File: src/rtl/ola_trigger_match_if.sv
// rtl/ola_trigger_match_if.sv - configuration write bus for the trigger matcher
interface ola_trigger_match_if #(
  parameter int cw = 16
);
  logic          cfg_write;
  logic [1:0]    cfg_addr;
  logic [cw-1:0] cfg_data;

  modport master (output cfg_write, output cfg_addr, output cfg_data);
  modport slave  (input  cfg_write, input  cfg_addr, input  cfg_data);
endinterface

File: src/rtl/ola_trigger_match.sv
// rtl/ola_trigger_match.sv - mask/value trigger with match count and post-match delay
module ola_trigger_match #(
  parameter int width = 8,
  parameter int cw    = 16
) (
  input  logic                 reset,
  input  logic                 clock,
  ola_trigger_match_if.slave   cfg,
  input  logic                 arm,
  input  logic                 disarm,
  input  logic                 in_valid,
  input  logic [width-1:0]     in_sample,
  output logic                 out_valid,
  output logic [width-1:0]     out_sample,
  output logic                 armed,
  output logic                 trig,
  output logic                 fired
);

  typedef enum logic [1:0] {IDLE, ARMED, DELAY, FIRED} state_t;

  localparam logic [cw-1:0] ONE = cw'(1);

  state_t           state;
  logic [width-1:0] mask;
  logic [width-1:0] value;
  logic [cw-1:0]    count;
  logic [cw-1:0]    delay;
  logic [cw-1:0]    mcnt;
  logic [cw-1:0]    dcnt;
  logic             match;

  assign match = in_valid && (((in_sample ^ value) & mask) == '0);

  // Outputs are registered alongside the state so trig lines up with the
  // delayed copy of the sample that caused the transition.
  always_ff @(posedge clock or posedge reset) begin
    if (reset) begin
      state      <= IDLE;
      mask       <= '0;
      value      <= '0;
      count      <= '0;
      delay      <= '0;
      mcnt       <= '0;
      dcnt       <= '0;
      out_valid  <= 1'b0;
      out_sample <= '0;
      armed      <= 1'b0;
      trig       <= 1'b0;
      fired      <= 1'b0;
    end else begin
      out_valid  <= in_valid;
      out_sample <= in_sample;
      trig       <= 1'b0;
      case (state)
        IDLE: begin
          if (cfg.cfg_write) begin
            case (cfg.cfg_addr)
              2'd0: mask  <= cfg.cfg_data[width-1:0];
              2'd1: value <= cfg.cfg_data[width-1:0];
              2'd2: count <= cfg.cfg_data;
              2'd3: delay <= cfg.cfg_data;
            endcase
          end
          if (arm && !disarm) begin
            state <= ARMED;
            armed <= 1'b1;
            mcnt  <= count;
            dcnt  <= delay;
          end
        end
        ARMED: begin
          if (disarm) begin
            state <= IDLE;
            armed <= 1'b0;
          end else if (match) begin
            // count of 0 falls into the same branch as 1
            if (mcnt <= ONE) begin
              if (delay != '0) begin
                state <= DELAY;
              end else begin
                state <= FIRED;
                armed <= 1'b0;
                fired <= 1'b1;
                trig  <= 1'b1;
              end
            end
            if (mcnt != '0) mcnt <= mcnt - ONE;
          end
        end
        DELAY: begin
          if (disarm) begin
            state <= IDLE;
            armed <= 1'b0;
          end else if (in_valid) begin
            if (dcnt <= ONE) begin
              state <= FIRED;
              armed <= 1'b0;
              fired <= 1'b1;
              trig  <= 1'b1;
            end
            if (dcnt != '0) dcnt <= dcnt - ONE;
          end
        end
        FIRED: begin
          if (disarm) begin
            state <= IDLE;
            fired <= 1'b0;
          end
        end
        default: state <= IDLE;
      endcase
    end
  end

endmodule

File: src/flat_wrapper.sv
// flat-port wrapper written by rule: the top's interface ports become plain ports
module ola_trigger_match_flat 
#(
  parameter int width = 8,
  parameter int cw    = 16
)
  (reset, clock, arm, disarm, in_valid, in_sample, out_valid, out_sample, armed, trig, fired, cfg_cfg_write, cfg_cfg_addr, cfg_cfg_data);
  ola_trigger_match_if #(.cw(cw)) cfg_i ();
  input  logic reset;
  input  logic clock;
  input  logic arm;
  input  logic disarm;
  input  logic in_valid;
  input  logic [width-1:0] in_sample;
  output logic out_valid;
  output logic [width-1:0] out_sample;
  output logic armed;
  output logic trig;
  output logic fired;
  input wire logic [$bits(cfg_i.cfg_write)-1:0] cfg_cfg_write;
  input wire logic [$bits(cfg_i.cfg_addr)-1:0] cfg_cfg_addr;
  input wire logic [$bits(cfg_i.cfg_data)-1:0] cfg_cfg_data;
  assign cfg_i.cfg_write = cfg_cfg_write;
  assign cfg_i.cfg_addr = cfg_cfg_addr;
  assign cfg_i.cfg_data = cfg_cfg_data;
  ola_trigger_match #(.width(width), .cw(cw)) u_core (.reset(reset), .clock(clock), .cfg(cfg_i), .arm(arm), .disarm(disarm), .in_valid(in_valid), .in_sample(in_sample), .out_valid(out_valid), .out_sample(out_sample), .armed(armed), .trig(trig), .fired(fired));
endmodule
File: config.mk
export PLATFORM = sky130hd
export DESIGN_NAME = ola_trigger_match_flat
export DESIGN_NICKNAME = d
export VERILOG_FILES = /design/src/rtl/ola_trigger_match_if.sv /design/src/rtl/ola_trigger_match.sv /design/src/flat_wrapper.sv
export SDC_FILE = /design/constraint.sdc
export NUM_CORES = 1
export LEC_CHECK = 0
export BUFFER_PORTS_ARGS = -buffer_cell sky130_fd_sc_hd__buf_2
export CORE_MARGIN = 1
export CORE_UTILIZATION = 50
export DETAILED_ROUTE_END_ITERATION = 8
export PLACE_DENSITY_LB_ADDON = 0.08
export SYNTH_ARGS = -nofsm -noshare
export SYNTH_HDL_FRONTEND = slang
export SYNTH_SLANG_ARGS = --single-unit
File: constraint.sdc
create_clock -name clock -period 4.4 [get_ports clock]
set_input_delay 1.1 -clock clock [delete_from_list [all_inputs] [get_ports clock]]
set_output_delay 1.1 -clock clock [all_outputs]
set_load 0.01 [all_outputs]
==> results of run 1 <==
[report_power, final]
| part | internal, W | total, W | switching [W] |
|---|---|---|---|
| clock | 0.000231 | 0.000602 | 0.000371 |
| combinational | 0.000708 | 0.00154 | 0.000829 |
| sequential | 0.00126 | 0.00165 | 0.000390 |
| total | 0.00220 | 0.00379 | 0.00159 |
[final timing paths]
path	depth (start not counted)	from	endpoint
setup / recovery	7	in_sample[6]	u_core.mcnt[4]$_DFFE_PP0P_
hold / removal	1	u_core.count[15]$_DFFE_PP0P_	u_core.count[15]$_DFFE_PP0P_
min in group asynchronous	2	reset	u_core.value[4]$_DFFE_PP0P_
hold reg to reg	1	u_core.count[15]$_DFFE_PP0P_	u_core.count[15]$_DFFE_PP0P_
setup reg to reg	8	u_core.mcnt[0]$_DFFE_PP0P_	u_core.mcnt[3]$_DFFE_PP0P_
max in group asynchronous	3	reset	u_core.mcnt[6]$_DFFE_PP0P_
[cells by family after synthesis]
group           after synthesis  share of synthesized area [%]
simple gates                138                           16.3
compound gates              114                           15.9
flops                        94                           47.8
mux                          57                           12.8
buf+inv                      39                           3.38
fa+ha+maj                     9                           2.29
xor+xnor                      8                           1.42
[final cells by class]
type                    instances  area share, %
multi-input cells             326           44.0
flip-flops and latches         94           43.1
repair buffers                 50           4.90
well taps                     129           2.96
clock buffers                   9           2.27
clock inverters                 7           1.54
inverters                      18           1.28
[flip-flops by register name, indices dropped and copies added, names as in the netlist]
register           flops
u_core.count          16
u_core.dcnt           16
u_core.delay          16
u_core.mcnt           16
u_core.mask            8
u_core.out_sample      8
u_core.value           8
u_core.state           2
u_core.armed           1
u_core.fired           1
u_core.out_valid       1
u_core.trig            1
[metrics by stage]
step	util (%)	setup WS (ps)	instance area [sq um]	power [W]
6_report	58.3	1680	5460	0.00379
4_1_cts	58.3	1690	5460	0.00379
3_3_place_gp	56.0	1410	5250	0.00314
2_1_floorplan	-	851	4920	0.00280
5_1_grt	58.3	1490	5460	0.00409
3_5_place_dp	56.0	1300	5250	0.00320
[worst max-delay path, cell delays in order]
cell and delay, ps:
buf_2 110, xor2_1 130, a22oi_1 290, nand3_2 260, nor2_1 600, nand4_1 180
a32o_1 300
[placed cells by master, fill, tap and decap left out, types with 3 or more instances in the layout]
master	n
dfrtp_1	94
mux2_2	49
buf_2	43
a21oi_1	33
nor2_1	31
nand2_1	29
inv_1	17
nand3_1	11
o22ai_1	11
o21ai_0	9
ha_1	9
clkbuf_8	9
xor2_1	8
nor4_1	8
nor3_1	8
mux2i_1	8
nand4_1	7
a31oi_1	7
buf_4	7
o31ai_1	6
o22a_1	5
and3_1	5
or4_1	5
nor2b_1	4
or3_1	3
a41oi_1	3
nor3b_1	3
o32ai_1	3
a22o_1	3
o311ai_1	3
inv_8	3
[layer usage]
layer	global-route usage, %	share of wire, %
met1	36.5	48
met2	37.5	46
met3	3.38	4.6
met4	8.92	1.6
met5	0	0
==> out/results.txt, run 1 <==
worst skew pair latency -> 380 ps
leakage -> 2.30 nW
total gr overflow -> 0
Initial Utilization -> 52.5%
Final ANT Viol Nets -> 0
Final Critical Period -> 2720 ps
core area -> 0.00937 sq mm
R2R Setup Slk -> 1690 ps
final number of hold-violating endpoints -> 0
total clock sinks -> 94
Die X-Extent -> 101 um
EDFF count, synth -> 0
Required @ worst endpoint -> 4660 ps
I/O Pins -> 44
CTS tree -> built
CTS HTree Levels -> 3
Placed Cells -> 617
Synth cell types -> 70
startpoint types -> input pin
status -> completed
Filler cells -> 850
largest cells by area after synthesis -> dfrtp_1 48%, mux2_2 11%, a21oi_1 3.4%
DR WL/cell -> 18.2 um
I/O Buffers -> 43
register area share after synthesis -> 47.8%
antenna cells -> 0
Seq cells post-synth -> 94
Cell Rows -> 35
# setup viols final -> 0
Max Clk Rate -> 367 MHz
first-pass GRT wire length -> 19100 um
kind of critical path -> in -> reg
Ys Warns -> 0
Synth async-reset ratio -> 100%
commonest cells in the netlist -> 94 x dfrtp_1, 49 x mux2_2, 33 x a21oi_1, 31 x nor2_1, 29 x nand2_1
post-synthesis net count -> 500
drt pass-1 iters -> 5
routability congestion estimate -> 0.915
clock slew at reported path FFs -> 90 ps
fin crit share -> 61.9%
Total Routing Usage GR -> 24.8%
CTS Buf Count -> 9
most area-hungry cell type in the Yosys netlist -> dfrtp_1
DRC -> 0
CP max FO -> 10
Least-Margin Pin Slew -> 914 ps
Worst setup EP type -> register
Root Buffer -> clkbuf_8
DIE AREA -> 0.0102 sq mm
RSZ-0062 raised after global routing -> no
Synth Cell Area -> 0.00492 sq mm
critical path arrival -> 2980 ps
power per cell area -> 694 mW/mm^2
setup bufs post-CTS -> 0
count leader, synth -> dfrtp_1
vias in the first global route -> 3680
Post-DP HPWL -> 8340 um
vias per cell -> 6.09
# resized after CTS -> 0
Gate Count Post-Synth -> 459
HP Class -> reg -> reg
setup TNS -> 0 ps
via count -> 3854
Reg area -> 0.00235 sq mm
area of the multi-input gates -> 0.00240 sq mm
post-synth top area share -> 47.8%
Top FF cell, synth -> dfrtp_1
Worst Hold Slack -> 513 ps
peak supply drop -> 0.334 mV
Post-Synthesis Mean Instance Area -> 10.7 sq um
area grow syn2layout -> 11.0%
hold buffers post-CTS -> 0
initial antenna violation count -> 0
final slew viol count -> 0
wirelength, routed -> 11500 um
max cap viols -> 0
# nets final -> 540
Rel. slew slack -> 39.1%
CTS max path bufs -> 2
layout cells sized above 1 -> 27.2%
largest net degree at the start of global routing -> 75
DIE HEIGHT -> 101 um
Layout Skew -> 16.6 ps
fin cells -> 633
1st-iter DRT viols -> 187
(Power assumes the default switching activity.)
==> run 2, diff against run 1 <==
==> constraint.sdc (replaced) <==
create_clock -name clock -period 2.8 [get_ports clock]
set_input_delay 0.7 -clock clock [delete_from_list [all_inputs] [get_ports clock]]
set_output_delay 0.7 -clock clock [all_outputs]
set_load 0.01 [all_outputs]
==> run 2 against run 1 <==
Register-to-register slack got worse by 1400 ps; non-clock buffer count increased by 7; sequential cell count is the same; largest cell class unchanged; via count is 1.9% lower; final cell count is 1.1% higher.
==> out/results.txt, run 2 (synthesis results as in run 1) <==
status -> completed
RSZ-0062 raised after global routing -> no
drt pass-1 iters -> 4
max cap viols -> 0
Max Clk Rate -> 396 MHz
post-route cell area -> 0.00549 sq mm
vias per cell -> 5.91
# setup viols final -> 0
Cell Rows -> 35
Post-DP HPWL -> 8340 um
power per cell area -> 1080 mW/mm^2
core area -> 0.00937 sq mm
Die X-Extent -> 101 um
DRC -> 0
vias in the first global route -> 3606
clock slew at reported path FFs -> 100 ps
HP Class -> in -> reg
Root Buffer -> clkbuf_8
Placed Cells -> 624
Least-Margin Pin Slew -> 690 ps
total clock sinks -> 94
CTS max path bufs -> 2
hold buffers post-CTS -> 0
fin cells -> 640
worst skew pair latency -> 350 ps
Worst setup EP type -> register
Worst Hold Slack -> 470 ps
via count -> 3782
setup TNS -> 0 ps
overall power -> 0.00592 W
hold_sp -> in_sample[1]
CTS HTree Levels -> 3
startpoint types -> register
DIE HEIGHT -> 101 um
fin crit share -> 90.1%
# nets final -> 547
Final ANT Viol Nets -> 0
layout cells sized above 1 -> 28.0%
leakage -> 2.32 nW
commonest non-fill, non-tap cell in the layout -> dfrtp_1
setup bufs post-CTS -> 0
Required @ worst endpoint -> 3030 ps
initial antenna violation count -> 0
total gr overflow -> 0
Placed Area -> 0.00532 sq mm
antenna cells -> 0
# resized after CTS -> 0
I/O Buffers -> 43
wirelength, routed -> 11500 um
kind of critical path -> reg -> reg
largest net degree at the start of global routing -> 95
first-pass GRT wire length -> 18800 um
peak supply drop -> 0.457 mV
Total Routing Usage GR -> 24.2%
area grow syn2layout -> 11.6%
Initial Utilization -> 52.5%
Rel. slew slack -> 53.9%
final slew viol count -> 0
most frequent cells in the layout -> 94 x dfrtp_1, 49 x mux2_2, 43 x buf_2
Final Critical Period -> 2520 ps
DIE AREA -> 0.0102 sq mm
CTS tree -> built
critical path arrival -> 2750 ps
r2r startpoint -> u_core.mcnt[0]$_DFFE_PP0P_
I/O Pins -> 44
1st-iter DRT viols -> 202
CTS Buf Count -> 9
final number of hold-violating endpoints -> 0
Crit. Startpoint -> u_core.mcnt[0]$_DFFE_PP0P_
routability congestion estimate -> 0.883
DR WL/cell -> 17.9 um
Layout Skew -> 12.9 ps
CP max FO -> 16
run 2: per-stage QoR:
| step | utilization (%) | setup WS (ps) |
|---|---|---|
| floorplan | - | 535 |
| global placement | 56.8 | 274 |
| detailed placement | 56.8 | 242 |
| CTS | 58.6 | 286 |
| global route | 58.6 | 189 |
| finish | 58.6 | 277 |
run 2: worst paths after layout:
| check | endpoint | slack (ps) | depth (start not counted) |
|---|---|---|---|
| max | u_core.mcnt[3]$_DFFE_PP0P_ | 280 | 8 |
| max reg2reg | u_core.mcnt[3]$_DFFE_PP0P_ | 280 | 8 |
| min | u_core.out_sample[1]$_DFF_PP0_ | 470 | 1 |
| min reg2reg | u_core.count[1]$_DFFE_PP0P_ | 510 | 1 |
| max in group asynchronous | u_core.mcnt[3]$_DFFE_PP0P_ | 1950 | 3 |
| min in group asynchronous | u_core.mask[4]$_DFFE_PP0P_ | 480 | 3 |
run 2: layer usage:
metal / global-route usage, % / share of wire, %
met4: 8.03 / 1.7
met2: 36.7 / 45
met1: 35.0 / 48
met3: 4.62 / 5.2
met5: 0 / 0
run 2: power breakdown:
group	internal, W	switching [W]	total [W]
sequential	0.00198	0.000616	0.00260
combinational	0.00117	0.00132	0.00249
clock	0.000350	0.000479	0.000829
total	0.00350	0.00241	0.00592
run 2: worst max-delay path, cell delays in order, from the launching register on:
cell     delay, ps
dfrtp_1        440
inv_1           80
ha_1           260
or4b_4         530
nor4_2         200
a31oi_1        140
buf_4          220
and3_1         190
a311o_1        330
run 2: cell type report:
class / instances / area [sq um]
well taps: 129 / 161
inverters: 18 / 71.3
multi-input cells: 326 / 2400
clock buffers: 11 / 141
clock inverters: 5 / 32.5
repair buffers: 57 / 333
fillers: 846 / 3880
flip-flops and latches: 94 / 2350
